File: src/rtl/cic_compensator_mc.sv
// cic_compensator_mc: time-multiplexed sparse 3-tap CIC compensator.
// y = x[n] + A*x[n-m] + x[n-2m], saturated, per-channel history.
module cic_compensator_mc #(
  parameter int InputLengthBits  = 29,
  parameter int OutputLengthBits = 36,
  parameter int FilterOrder      = 3,
  parameter int NumChannels      = 2,
  parameter int CoeffBits        = 6
) (
  input  logic                               clk,
  input  logic                               rst,
  input  logic signed [InputLengthBits-1:0]  in,
  input  logic                               in_valid,
  output logic                               in_ready,
  output logic signed [OutputLengthBits-1:0] out,
  output logic                               out_valid,
  input  logic                               out_ready,
  output logic [(NumChannels > 1 ?
                 $clog2(NumChannels) : 1)-1:0] out_channel,
  input  logic signed [CoeffBits-1:0]        coeff,
  input  logic                               coeff_load,
  output logic                               overflow
);

  localparam int IW    = InputLengthBits;
  localparam int OW    = OutputLengthBits;
  localparam int CW    = CoeffBits;
  localparam int M     = FilterOrder;
  localparam int Depth = 2 * M;
  localparam int ChW   = NumChannels > 1 ?
                         $clog2(NumChannels) : 1;
  localparam int Slots = 2 ** ChW;
  localparam int FW    = IW + CW + 2;
  localparam int SW    = (FW > OW ? FW : OW) + 1;

  localparam int ADefInt =
    (M == 1) ? -18 :
    (M <= 3) ? -10 :
    (M <= 5) ? -6  : -4;

  localparam logic signed [CW-1:0] ADef = CW'(ADefInt);

  localparam logic signed [SW-1:0] MaxV =
    {{(SW-OW+1){1'b0}}, {(OW-1){1'b1}}};
  localparam logic signed [SW-1:0] MinV =
    {{(SW-OW+1){1'b1}}, {(OW-1){1'b0}}};

  if (FilterOrder < 1 || FilterOrder > 7) begin : g_bad_m
    $error("FilterOrder must be within 1..7");
  end

  if (NumChannels < 1 || NumChannels > 8) begin : g_bad_n
    $error("NumChannels must be within 1..8");
  end

  logic signed [IW-1:0] dl [Slots][Depth];
  logic        [ChW-1:0] ch;
  logic signed [CW-1:0]  a;

  logic signed [IW-1:0] tap_m;
  logic signed [IW-1:0] tap_2m;
  logic signed [FW-1:0] prod;
  logic signed [FW-1:0] sum;
  logic signed [SW-1:0] sum_x;
  logic                 sat_hi;
  logic                 sat_lo;
  logic signed [OW-1:0] y;
  logic                 accept;
  logic                 ch_last;

  assign in_ready = !out_valid || out_ready;
  assign accept   = in_valid && in_ready;
  assign ch_last  = (ch == ChW'(NumChannels - 1));

  assign tap_m  = dl[ch][M-1];
  assign tap_2m = dl[ch][Depth-1];

  assign prod  = FW'(a) * FW'(tap_m);
  assign sum   = FW'(in) + prod + FW'(tap_2m);
  assign sum_x = SW'(sum);

  // clamp the full-precision sum into the output range
  always_comb begin
    sat_hi = sum_x > MaxV;
    sat_lo = sum_x < MinV;
    y      = OW'(sum_x);
    if (sat_hi) begin
      y = OW'(MaxV);
    end else if (sat_lo) begin
      y = OW'(MinV);
    end
  end

  // coefficient register; an accept this cycle still sees the old A
  always_ff @(posedge clk) begin
    if (rst) begin
      a <= ADef;
    end else if (coeff_load) begin
      a <= coeff;
    end
  end

  // per-channel history, shifted only for the accepted channel
  always_ff @(posedge clk) begin
    if (rst) begin
      for (int c = 0; c < Slots; c++) begin
        for (int i = 0; i < Depth; i++) begin
          dl[c][i] <= '0;
        end
      end
    end else if (accept) begin
      for (int i = Depth - 1; i > 0; i--) begin
        dl[ch][i] <= dl[ch][i-1];
      end
      dl[ch][0] <= in;
    end
  end

  // round-robin input channel counter
  always_ff @(posedge clk) begin
    if (rst) begin
      ch <= '0;
    end else if (accept) begin
      ch <= ch_last ? '0 : ch + 1'b1;
    end
  end

  // single output register with valid/ready hold and sticky overflow
  always_ff @(posedge clk) begin
    if (rst) begin
      out         <= '0;
      out_valid   <= 1'b0;
      out_channel <= '0;
      overflow    <= 1'b0;
    end else if (accept) begin
      out         <= y;
      out_valid   <= 1'b1;
      out_channel <= ch;
      if (sat_hi || sat_lo) begin
        overflow <= 1'b1;
      end
    end else if (out_ready) begin
      out_valid <= 1'b0;
    end
  end

endmodule
File: config.mk
export PLATFORM = sky130hd
export DESIGN_NAME = cic_compensator_mc
export DESIGN_NICKNAME = d
export VERILOG_FILES = /design/src/rtl/cic_compensator_mc.sv
export SDC_FILE = /design/constraint.sdc
export NUM_CORES = 1
export LEC_CHECK = 0
export BUFFER_PORTS_ARGS = -buffer_cell sky130_fd_sc_hd__buf_2
export CORE_MARGIN = 2
export CORE_UTILIZATION = 46
export DETAILED_ROUTE_END_ITERATION = 8
export SLEW_MARGIN = 20
export SYNTH_ARGS = -nofsm -noshare
export SYNTH_HDL_FRONTEND = slang
export SYNTH_SLANG_ARGS = --single-unit
File: constraint.sdc
create_clock -name clk -period 8.2 [get_ports clk]
set_input_delay 1.64 -clock clk [delete_from_list [all_inputs] [get_ports clk]]
set_output_delay 1.64 -clock clk [all_outputs]
set_load 0.01 [all_outputs]
==> results_dict.tcl, run 1 <==
set metrics [dict create \
    clock.fmax_mhz 144 \
    wirelength_mm 54.4 \
    rsz0062_at_grt "no" \
    hold_viol 0 \
    critical_path_class "reg -> reg" \
    final_net_count 2362 \
    cp-end-kind "flop" \
    synthFlopType "edfxtp_1" \
    arrival_ps 7410 \
    synth_nets 2332 \
    ys_seq_elements 395 \
    cp-start-kind "flop" \
    grt_pass1_vias 15700 \
    status "finished clean" \
    cts_tree "done" \
    finalSetupViolCount 0 \
    cp_top_family "adder cells" \
    ys_types 70 \
    hp-class "reg -> reg" \
    die-area_sq_um 54300 \
    core_area_sq_um 51600 \
    crit_top_cell "fa_1" \
    cts-root-buf "clkbuf_16" \
    synth-async-reset-ratio 0 \
    synth_edf_count 348 \
    grt_max_degree 131 \
    area_delta_synth_final_pct 10.2 \
    ant_nets 0 \
    mappedNetlistArea_sq_um 24100 \
    cts.sinks 395 \
    avgSynthCellArea_sq_um 11.9 \
    preCtsSetupSlack_ps 1220 \
    path_buf_inv 4 \
    vias_per_cell 5.45 \
    via_count 15100 \
    clk_latency_ps 570 \
    fp.dieW_microns 233 \
    relSlewSlack 0.186 \
    port_buffers 79 \
    crit_path_top_delay_cell "dfxtp_4" \
    hold_path_startpoint "out[22]" \
    ios 80 \
    gp_congestion 0.860 \
    h-tree-depth 2 \
    layout_min_cycle_time_ps 6950 \
    tightest_slew_ps 1220 \
    utilization 0.515 \
    cts_made_buffers 43 \
    worstPathRequired_ps 8670 \
    grt_first_pass_wirelength_mm 87.5 \
    cp_cell_sequence "buf_12 > mux2_2 > and2_1 > fa_1 > fa_1 > fa_1 > inv_1 > fa_1 > inv_1 > ha_1 > nand4_1 > nor3_1 > nand2_1 > o31ai_1 > or4_1 > nand3_2 > nor4_4 > buf_4 > o21ai_0 > a22o_1" \
    yosys_warnings 0 \
    rows 83 \
    drv_slew 0 \
    remaining_drc_errors 0 \
    antenna_found_initial 4 \
    fin_setup_tns_ps 0 \
    holdWs_ps 455 \
    cts_resized 0 \
    hold_buffers 0 \
    clockBufferDepth 3 \
    drv_cap 0 \
    drtPass1Iterations 4 \
    worst_slack_ps 1250 \
    max_stage_delay_ps 760 \
    dr.first_iter.drc_count 822 \
    synthCells 2034 \
    cp_max_fo 43 \
    post_cts_buffers 0 \
    ys_seq_area_frac 0.472 \
    gr-total-overflow 0 \
    clk_pin_slew_ps 60 \
    drive_gt1_frac 0.125 \
    grt.total_usage 0.209 \
    dp_hpwl_mm 36.7 \
    skew_ps 25.0 \
    start_util 0.467 \
    die_y_microns 233 \
    min_period_over_period 0.847 \
    wl_per_cell_microns 19.6 \
]
cell families after synthesis:
logic type	count (synthesis)	synth area share
AOI/OAI and AO/OA	180	0.0534
xor gates and xnor gates	32	0.0116
adders and majority gates	258	0.191
buffers and inverters	311	0.0507
DFF	395	0.472
muxes	205	0.0878
and+or+nand+nor	653	0.133
layer usage:
| metal | track usage | part of all wire |
|---|---|---|
| met5 | 0 | 0.00042 |
| met4 | 0.0551 | 0.022 |
| met3 | 0.0390 | 0.050 |
| met2 | 0.326 | 0.46 |
| met1 | 0.300 | 0.47 |
layout by cell type, fill, tap and decap left out, types with 4 or more instances in the layout:
cell type | Yosys | layout
nand3_1 | 10 | 10
clkbuf_1 | 98 | 8
buf_12 | 0 | 6
mux2i_1 | 153 | 153
nor3_1 | 127 | 127
nand4_1 | 5 | 5
a211oi_1 | 10 | 10
clkbuf_16 | 0 | 43
xor2_1 | 13 | 13
a22oi_1 | 4 | 4
a21o_1 | 16 | 16
bufinv_16 | 0 | 4
ha_1 | 73 | 73
nand2b_1 | 14 | 14
o31ai_1 | 8 | 8
nor2b_1 | 22 | 22
fa_1 | 185 | 185
o21a_1 | 10 | 10
mux2_2 | 52 | 52
and2_1 | 106 | 106
nor2_1 | 199 | 196
a22o_1 | 25 | 25
buf_4 | 2 | 23
a21oi_1 | 25 | 25
and3_1 | 36 | 36
clkinv_1 | 1 | 6
o21ai_0 | 35 | 35
edfxtp_1 | 348 | 348
dfxtp_1 | 47 | 43
clkbuf_8 | 0 | 4
xnor2_1 | 19 | 19
a221o_1 | 7 | 7
clkinv_2 | 0 | 4
inv_1 | 187 | 187
a21oi_2 | 5 | 5
o21ai_1 | 14 | 14
buf_2 | 8 | 79
nand2_1 | 109 | 106
registers in the layout, summed over array words and instances, names as in the netlist, named ones only:
| signal | flops |
|---|---|
| ch | 1 |
| out_channel | 1 |
| out_valid | 1 |
| a | 6 |
| overflow | 1 |
| dl | 348 |
| out | 36 |
worst paths after layout:
kind	cells after the start	slack (ps)	to
setup / recovery	20	1250	out[14]
hold / removal	2	450	out[22]
setup reg to reg	20	1250	out[14]
hold reg to reg	2	450	out[22]
worst register-to-register path, cell delays in order (launching register included):
cell	delay [ps]
dfxtp_4	760
buf_12	390
mux2_2	440
and2_1	190
fa_1	570
fa_1	460
fa_1	490
inv_1	50
fa_1	500
inv_1	50
ha_1	460
nand4_1	250
nor3_1	290
nand2_1	110
o31ai_1	330
or4_1	180
nand3_2	120
nor4_4	610
buf_4	280
o21ai_0	120
a22o_1	200
final cells by class:
cell class | instances | area, sq um
clock inverters | 21 | 224
clock buffers | 55 | 1160
well taps | 680 | 851
flip-flops and latches | 395 | 11400
diodes | 1 | 2.50
multi-input cells | 1328 | 11600
inverters | 188 | 706
repair buffers | 108 | 688
fillers | 4519 | 25000
stage by stage:
stage / std cells / area, sq um
after floorplan: 2034 / 24100
after global placement: 2699 / 25200
after detailed placement: 2699 / 25200
after CTS: 2775 / 26600
after global routing: 2775 / 26600
final: 2776 / 26600
synth_stat cells, types with 4 or more instances:
| cell type | n | area share |
|---|---|---|
| dfxtp_1 | 47 | 0.039 |
| and3_1 | 36 | 0.0093 |
| buf_6 | 5 | 0.0023 |
| nand2b_1 | 14 | 0.0036 |
| xor2_1 | 13 | 0.0047 |
| clkbuf_1 | 98 | 0.015 |
| edfxtp_1 | 348 | 0.43 |
| o31ai_1 | 8 | 0.0025 |
| a22oi_1 | 4 | 0.0012 |
| nor3_1 | 127 | 0.026 |
| a21o_1 | 16 | 0.0050 |
| a21oi_2 | 5 | 0.0018 |
| mux2_2 | 52 | 0.024 |
| nand4_1 | 5 | 0.0013 |
| a21oi_1 | 25 | 0.0052 |
| and2_1 | 106 | 0.027 |
| buf_2 | 8 | 0.0017 |
| o21ai_1 | 14 | 0.0029 |
| nand2_1 | 109 | 0.017 |
| buf_1 | 9 | 0.0014 |
| nor2b_1 | 22 | 0.0057 |
| nor2_1 | 199 | 0.031 |
| nand3_1 | 10 | 0.0021 |
| ha_1 | 73 | 0.038 |
| fa_1 | 185 | 0.15 |
| o21ai_0 | 35 | 0.0073 |
| a221o_1 | 7 | 0.0029 |
| mux2i_1 | 153 | 0.063 |
| a211oi_1 | 10 | 0.0031 |
| inv_1 | 187 | 0.029 |
| o21a_1 | 10 | 0.0031 |
| a22o_1 | 25 | 0.0091 |
| xnor2_1 | 19 | 0.0069 |
Power of run 1 is not shown: default switching activity piles up to over one toggle a cycle in this logic, so the estimate is an artifact.
==> inputs of run 2 (changes only) <==
==> constraint.sdc (replaced) <==
create_clock -name clk -period 5.9 [get_ports clk]
set_input_delay 1.18 -clock clk [delete_from_list [all_inputs] [get_ports clk]]
set_output_delay 1.18 -clock clk [all_outputs]
set_load 0.01 [all_outputs]
==> results_dict.tcl, run 2 (synthesis gave the netlist of run 1 again) <==
set metrics [dict create \
    status "finished clean" \
    placed_cells 2780 \
    num-fill-cells 4356 \
    h-tree-depth 2 \
    critical_path_class "reg -> reg" \
    cp_cell_sequence "buf_12 > clkbuf_16 > mux2_4 > buf_6 > and2_4 > fa_1 > fa_1 > fa_1 > fa_1 > ha_4 > o21ai_2 > nor2_2 > o41ai_2 > buf_4 > o31ai_4 > or4_4 > nand3_4 > buf_6 > o31ai_4 > buf_6 > buf_6 > o21ai_1 > a22o_1" \
    worst_slack_ps 97.0 \
    die-area_sq_um 54300 \
    cts.sinks 395 \
    via_count 15600 \
    cts_made_buffers 42 \
    grt.total_usage 0.206 \
    hp-class "reg -> reg" \
    met1_usage 0.306 \
    final_net_count 2486 \
    area_delta_synth_final_pct 17.6 \
    worstPathRequired_ps 6410 \
    layout_common_cells "edfxtp_1 (348), nor2_1 (194), inv_1 (185), fa_1 (178), mux2i_1 (142)" \
    cp_max_fo 6 \
    cp-start-kind "flop" \
    wirelength_mm 56.0 \
    grt_pass1_vias 15700 \
    cts-root-buf "clkbuf_16" \
    final_common_cell "edfxtp_1" \
    tightest_slew_ps 1160 \
    clockBufferDepth 3 \
    rows 83 \
    drtPass1Iterations 5 \
    gp_congestion 0.849 \
    drive_gt1_frac 0.209 \
    gr-total-overflow 0 \
    grtUsageMet2 0.312 \
    fp.dieW_microns 233 \
    relSlewSlack 0.227 \
    use_met3 0.0385 \
    grt.busiest_layer "met2" \
    port_buffers 79 \
    clk_latency_ps 580 \
    largest_register "dl" \
    rsz0062_at_grt "yes" \
    skew_ps 19.1 \
    cp-end-kind "flop" \
    grt_first_pass_wirelength_mm 86.7 \
    preCtsSetupSlack_ps -28.7 \
    antenna_found_initial 6 \
    final_cell_area_sq_um 28400 \
    wl_per_cell_microns 19.3 \
    dr.first_iter.drc_count 979 \
    hold_viol 0 \
    grt_max_degree 146 \
    min_period_over_period 0.984 \
    final_cells 2900 \
    max_stage_delay_ps 610 \
    layout_min_cycle_time_ps 5800 \
    finalSetupViolCount 0 \
    clk_pin_slew_ps 70 \
    ant_nets 0 \
    remaining_drc_errors 0 \
    start_util 0.467 \
    hold_buffers 0 \
    placed_cell_area_sq_um 25900 \
    ios 80 \
    cts_tree "done" \
    largest_reg_flops 348 \
    utilization 0.550 \
    vias_per_cell 5.39 \
    crit_path_top_delay_cell "fa_1" \
    top_regs "dl x348, out x36, a x6" \
    clock.fmax_mhz 172 \
    drv_cap 0 \
    die_y_microns 233 \
    core_area_sq_um 51600 \
    dp_hpwl_mm 37.1 \
    arrival_ps 6310 \
    drv_slew 0 \
]
## run 2: changes by cell type in the layout (fill, tap and decap cells not counted), sizes merged
| cell | previous run | this run |
|---|---|---|
| buf | 108 | 225 |
| bufinv | 4 | 2 |
| inv | 191 | 190 |
| or3 | 4 | 5 |
| clkinv | 12 | 15 |
| clkbuf | 55 | 61 |
## run 2: worst max-delay path, delay by kind of cell (launching register included)
family / cells / cell delay [ps]
adders and majority gates: 5 / 2390
muxes: 1 / 340
and+or+nand+nor: 4 / 850
DFF: 1 / 430
buffers and inverters: 7 / 990
AOI/OAI and AO/OA: 6 / 720
## run 2: layout make-up
| class | instances | area [sq um] | area share |
|---|---|---|---|
| Antenna cell | 1 | 2.50 | 0.0000882 |
| Clock buffer | 54 | 1120 | 0.0394 |
| Clock inverter | 21 | 170 | 0.00600 |
| Inverter | 188 | 706 | 0.0249 |
| Multi-Input combinational cell | 1329 | 12200 | 0.430 |
| Sequential cell | 395 | 11400 | 0.402 |
| Tap cell | 680 | 851 | 0.0300 |
| Timing Repair Buffer | 232 | 1930 | 0.0682 |
## run 2: timing repair
item,in CTS,in global routing
pin swaps,0,32
gates cloned,0,12
endpoints found under the setup margin,12,37
endpoints found under the hold margin,0,0
resized for setup,3,156
buffers inserted,0,32
## run 2: final timing paths
| path | startpoint | endpoint | slack, ps | cells past startpoint |
|---|---|---|---|---|
| max | flop | out[29] | 100 | 23 |
| min | out[22] | out[22] | 470 | 2 |
| max reg2reg | flop | out[29] | 100 | 23 |
| min reg2reg | out[22] | out[22] | 470 | 2 |
## run 2: metrics by stage
step	TNS, ps	hold WS [ps]
finish	0	473
global placement	0	433
CTS	0	458
global route	-2080	491
floorplan	0	470
detailed placement	-55.4	440
## run 2: per-layer routing
metal	share of wire	wire [microns]	vias up
met5	0.0010	56	-
met4	0.019	1050	10
met3	0.050	2810	75
met2	0.46	25700	320
met1	0.47	26400	7929
li1	-	-	7294
Power of run 2 is left out for the same reason.
==> inputs of run 3 (changes only) <==
--- a/config.mk
+++ b/config.mk
@@ -5,6 +5,7 @@
 export SDC_FILE = /design/constraint.sdc
 export NUM_CORES = 1
 export LEC_CHECK = 0
+export ABC_AREA = 1
 export BUFFER_PORTS_ARGS = -buffer_cell sky130_fd_sc_hd__buf_2
 export CORE_MARGIN = 2
 export CORE_UTILIZATION = 46
==> constraint.sdc (replaced) <==
create_clock -name clk -period 5.77 [get_ports clk]
set_input_delay 1.154 -clock clk [delete_from_list [all_inputs] [get_ports clk]]
set_output_delay 1.154 -clock clk [all_outputs]
set_load 0.01 [all_outputs]
==> results_dict.tcl, run 3 <==
set metrics [dict create \
    remaining_drc_errors 0 \
    synth_edf_count 348 \
    core_area_sq_um 52400 \
    final_cell_area_sq_um 27600 \
    wl_per_cell_microns 17.6 \
    ios 80 \
    avgSynthCellArea_sq_um 9.06 \
    dr.first_iter.drc_count 1521 \
    ys_seq_area_frac 0.467 \
    cts.sinks 395 \
    status "finished clean" \
    dp_hpwl_mm 44.1 \
    synth-async-reset-ratio 0 \
    tightest_slew_ps 1020 \
    synth_nets 2991 \
    cp-end-kind "flop" \
    die-area_sq_um 54900 \
    final_common_cell "nand2_1" \
    num-fill-cells 4826 \
    antenna_found_initial 2 \
    mappedNetlistArea_sq_um 24400 \
    wirelength_mm 62.0 \
    max_stage_delay_ps 500 \
    ys_types 37 \
    worstPathRequired_ps 6280 \
    synth.most_common_cell "nand2_1" \
    clk_latency_ps 580 \
    clk_pin_slew_ps 60 \
    top_regs "dl x348, out x36, a x6" \
    drv_slew 0 \
    ant_nets 0 \
    gr-total-overflow 0 \
    skew_ps 27.5 \
    layout_common_cells "nand2_1 (839), inv_1 (422), nor2_1 (367), edfxtp_1 (348), fa_1 (185)" \
    cp_max_fo 36 \
    synthCells 2693 \
    multi_input_area_sq_um 11000 \
    h-tree-depth 2 \
    final_net_count 3105 \
    fp.dieW_microns 234 \
    grt_pass1_vias 18000 \
    highest_layer "met5" \
    clockBufferDepth 3 \
    grt_max_degree 119 \
    grt.total_usage 0.236 \
    yosys-top-cells-area "edfxtp_1 (43%), fa_1 (15%), nand2_1 (13%)" \
    area_delta_synth_final_pct 13.4 \
    hold_viol 0 \
    drtPass1Iterations 5 \
    drive_gt1_frac 0.112 \
    placed_cells 3448 \
    drt-met1-wl_mm 28.2 \
    ys_seq_elements 395 \
    worst_slack_ps 279 \
    cts_made_buffers 44 \
    synth_largest_area_cell "edfxtp_1" \
    crit_path_top_delay_cell "fa_1" \
    wl_met2_mm 28.2 \
    rows 84 \
    fin_setup_tns_ps 0 \
    placed_cell_area_sq_um 26100 \
    largest_register "dl" \
    hp-class "reg -> reg" \
    gp_congestion 0.954 \
    final_cells 3530 \
    critical_path_class "reg -> reg" \
    wl_met3_mm 3.99 \
    min_period_over_period 0.952 \
    synthFlopType "edfxtp_1" \
    grt_first_pass_wirelength_mm 99.3 \
    via_count 17900 \
    cts_tree "done" \
    die_y_microns 234 \
    arrival_ps 6000 \
    vias_per_cell 5.06 \
    layout_min_cycle_time_ps 5490 \
    drv_cap 0 \
    yosys_warnings 0 \
    finalSetupViolCount 0 \
    cp-start-kind "flop" \
    clock.fmax_mhz 182 \
    start_util 0.465 \
    port_buffers 79 \
    largest_reg_flops 348 \
    synth_common_cells "nand2_1 (844), inv_1 (423), nor2_1 (370)" \
    cts-root-buf "clkbuf_16" \
    relSlewSlack 0.318 \
    preCtsSetupSlack_ps 69.7 \
    rsz0062_at_grt "no" \
    seqCellArea_sq_um 11400 \
    synth_top_area_frac 0.429 \
]
run 3: cell types whose count changed after synthesis, sizes merged, moves of 50 or more:
cell   previous run  this run
nor2            200       374
and2            108         0
mux2             52         0
nor3            127         5
a21oi            30        80
mux2i           153         1
nand2           110       851
inv             187       424
run 3: worst max-delay path: cells and delay by family, from the launching register on:
family / cells / cell delay (ps)
AO/OA/AOI/OAI: 3 / 450
XOR/XNOR: 1 / 340
adder cells (fa/ha/maj): 5 / 2300
buffers and inverters: 9 / 1030
flip-flops: 1 / 380
AND/OR/NAND/NOR: 7 / 900
run 3: repair_timing:
item	4_1_cts	5_1_grt
endpoints found under the setup margin	0	37
gates resized for setup	0	13
hold buffers	0	0
setup buffers	0	1
run 3: final timing paths:
path / start / to / slack, ps / depth (start not counted)
worst max-delay path: flop / out[14] / 280 / 25
worst min-delay path: out_channel / out_channel / 480 / 2
worst max register to register: flop / out[14] / 280 / 25
worst min register to register: out_channel / out_channel / 480 / 2
run 3: layout make-up:
class / count / share of cell area
sequential: 395 / 0.412
multi-input combinational: 1765 / 0.399
inverter: 424 / 0.0577
timing repair buffer: 177 / 0.0453
clock buffer: 51 / 0.0408
tap: 688 / 0.0311
clock inverter: 29 / 0.0139
antenna: 1 / 0.0000905
run 3: routing by layer:
layer	global-route usage	vias up
li1	-	8526
met1	0.344	8711
met2	0.368	523
met3	0.0378	90
met4	0.0637	2
met5	0	-
run 3: per-stage QoR:
step	utilization	hold WS, ps
global placement	0.497	477
CTS	0.526	490
global route	0.527	498
floorplan	-	476
detailed placement	0.497	475
finish	0.527	484
run 3: logic make-up (layout without fill, tap and decap cells):
| logic type | count (synthesis) | count (layout) | share of synthesized area |
|---|---|---|---|
| other | 0 | 1 | 0 |
| adders and majority gates | 258 | 258 | 0.189 |
| muxes | 1 | 1 | 0.000410 |
| buffers and inverters | 533 | 681 | 0.0841 |
| and+or+nand+nor | 1309 | 1309 | 0.211 |
| DFF | 395 | 395 | 0.467 |
| xor gates and xnor gates | 24 | 24 | 0.00862 |
| AOI/OAI and AO/OA | 173 | 173 | 0.0400 |
Power of run 3 is left out for the same reason.
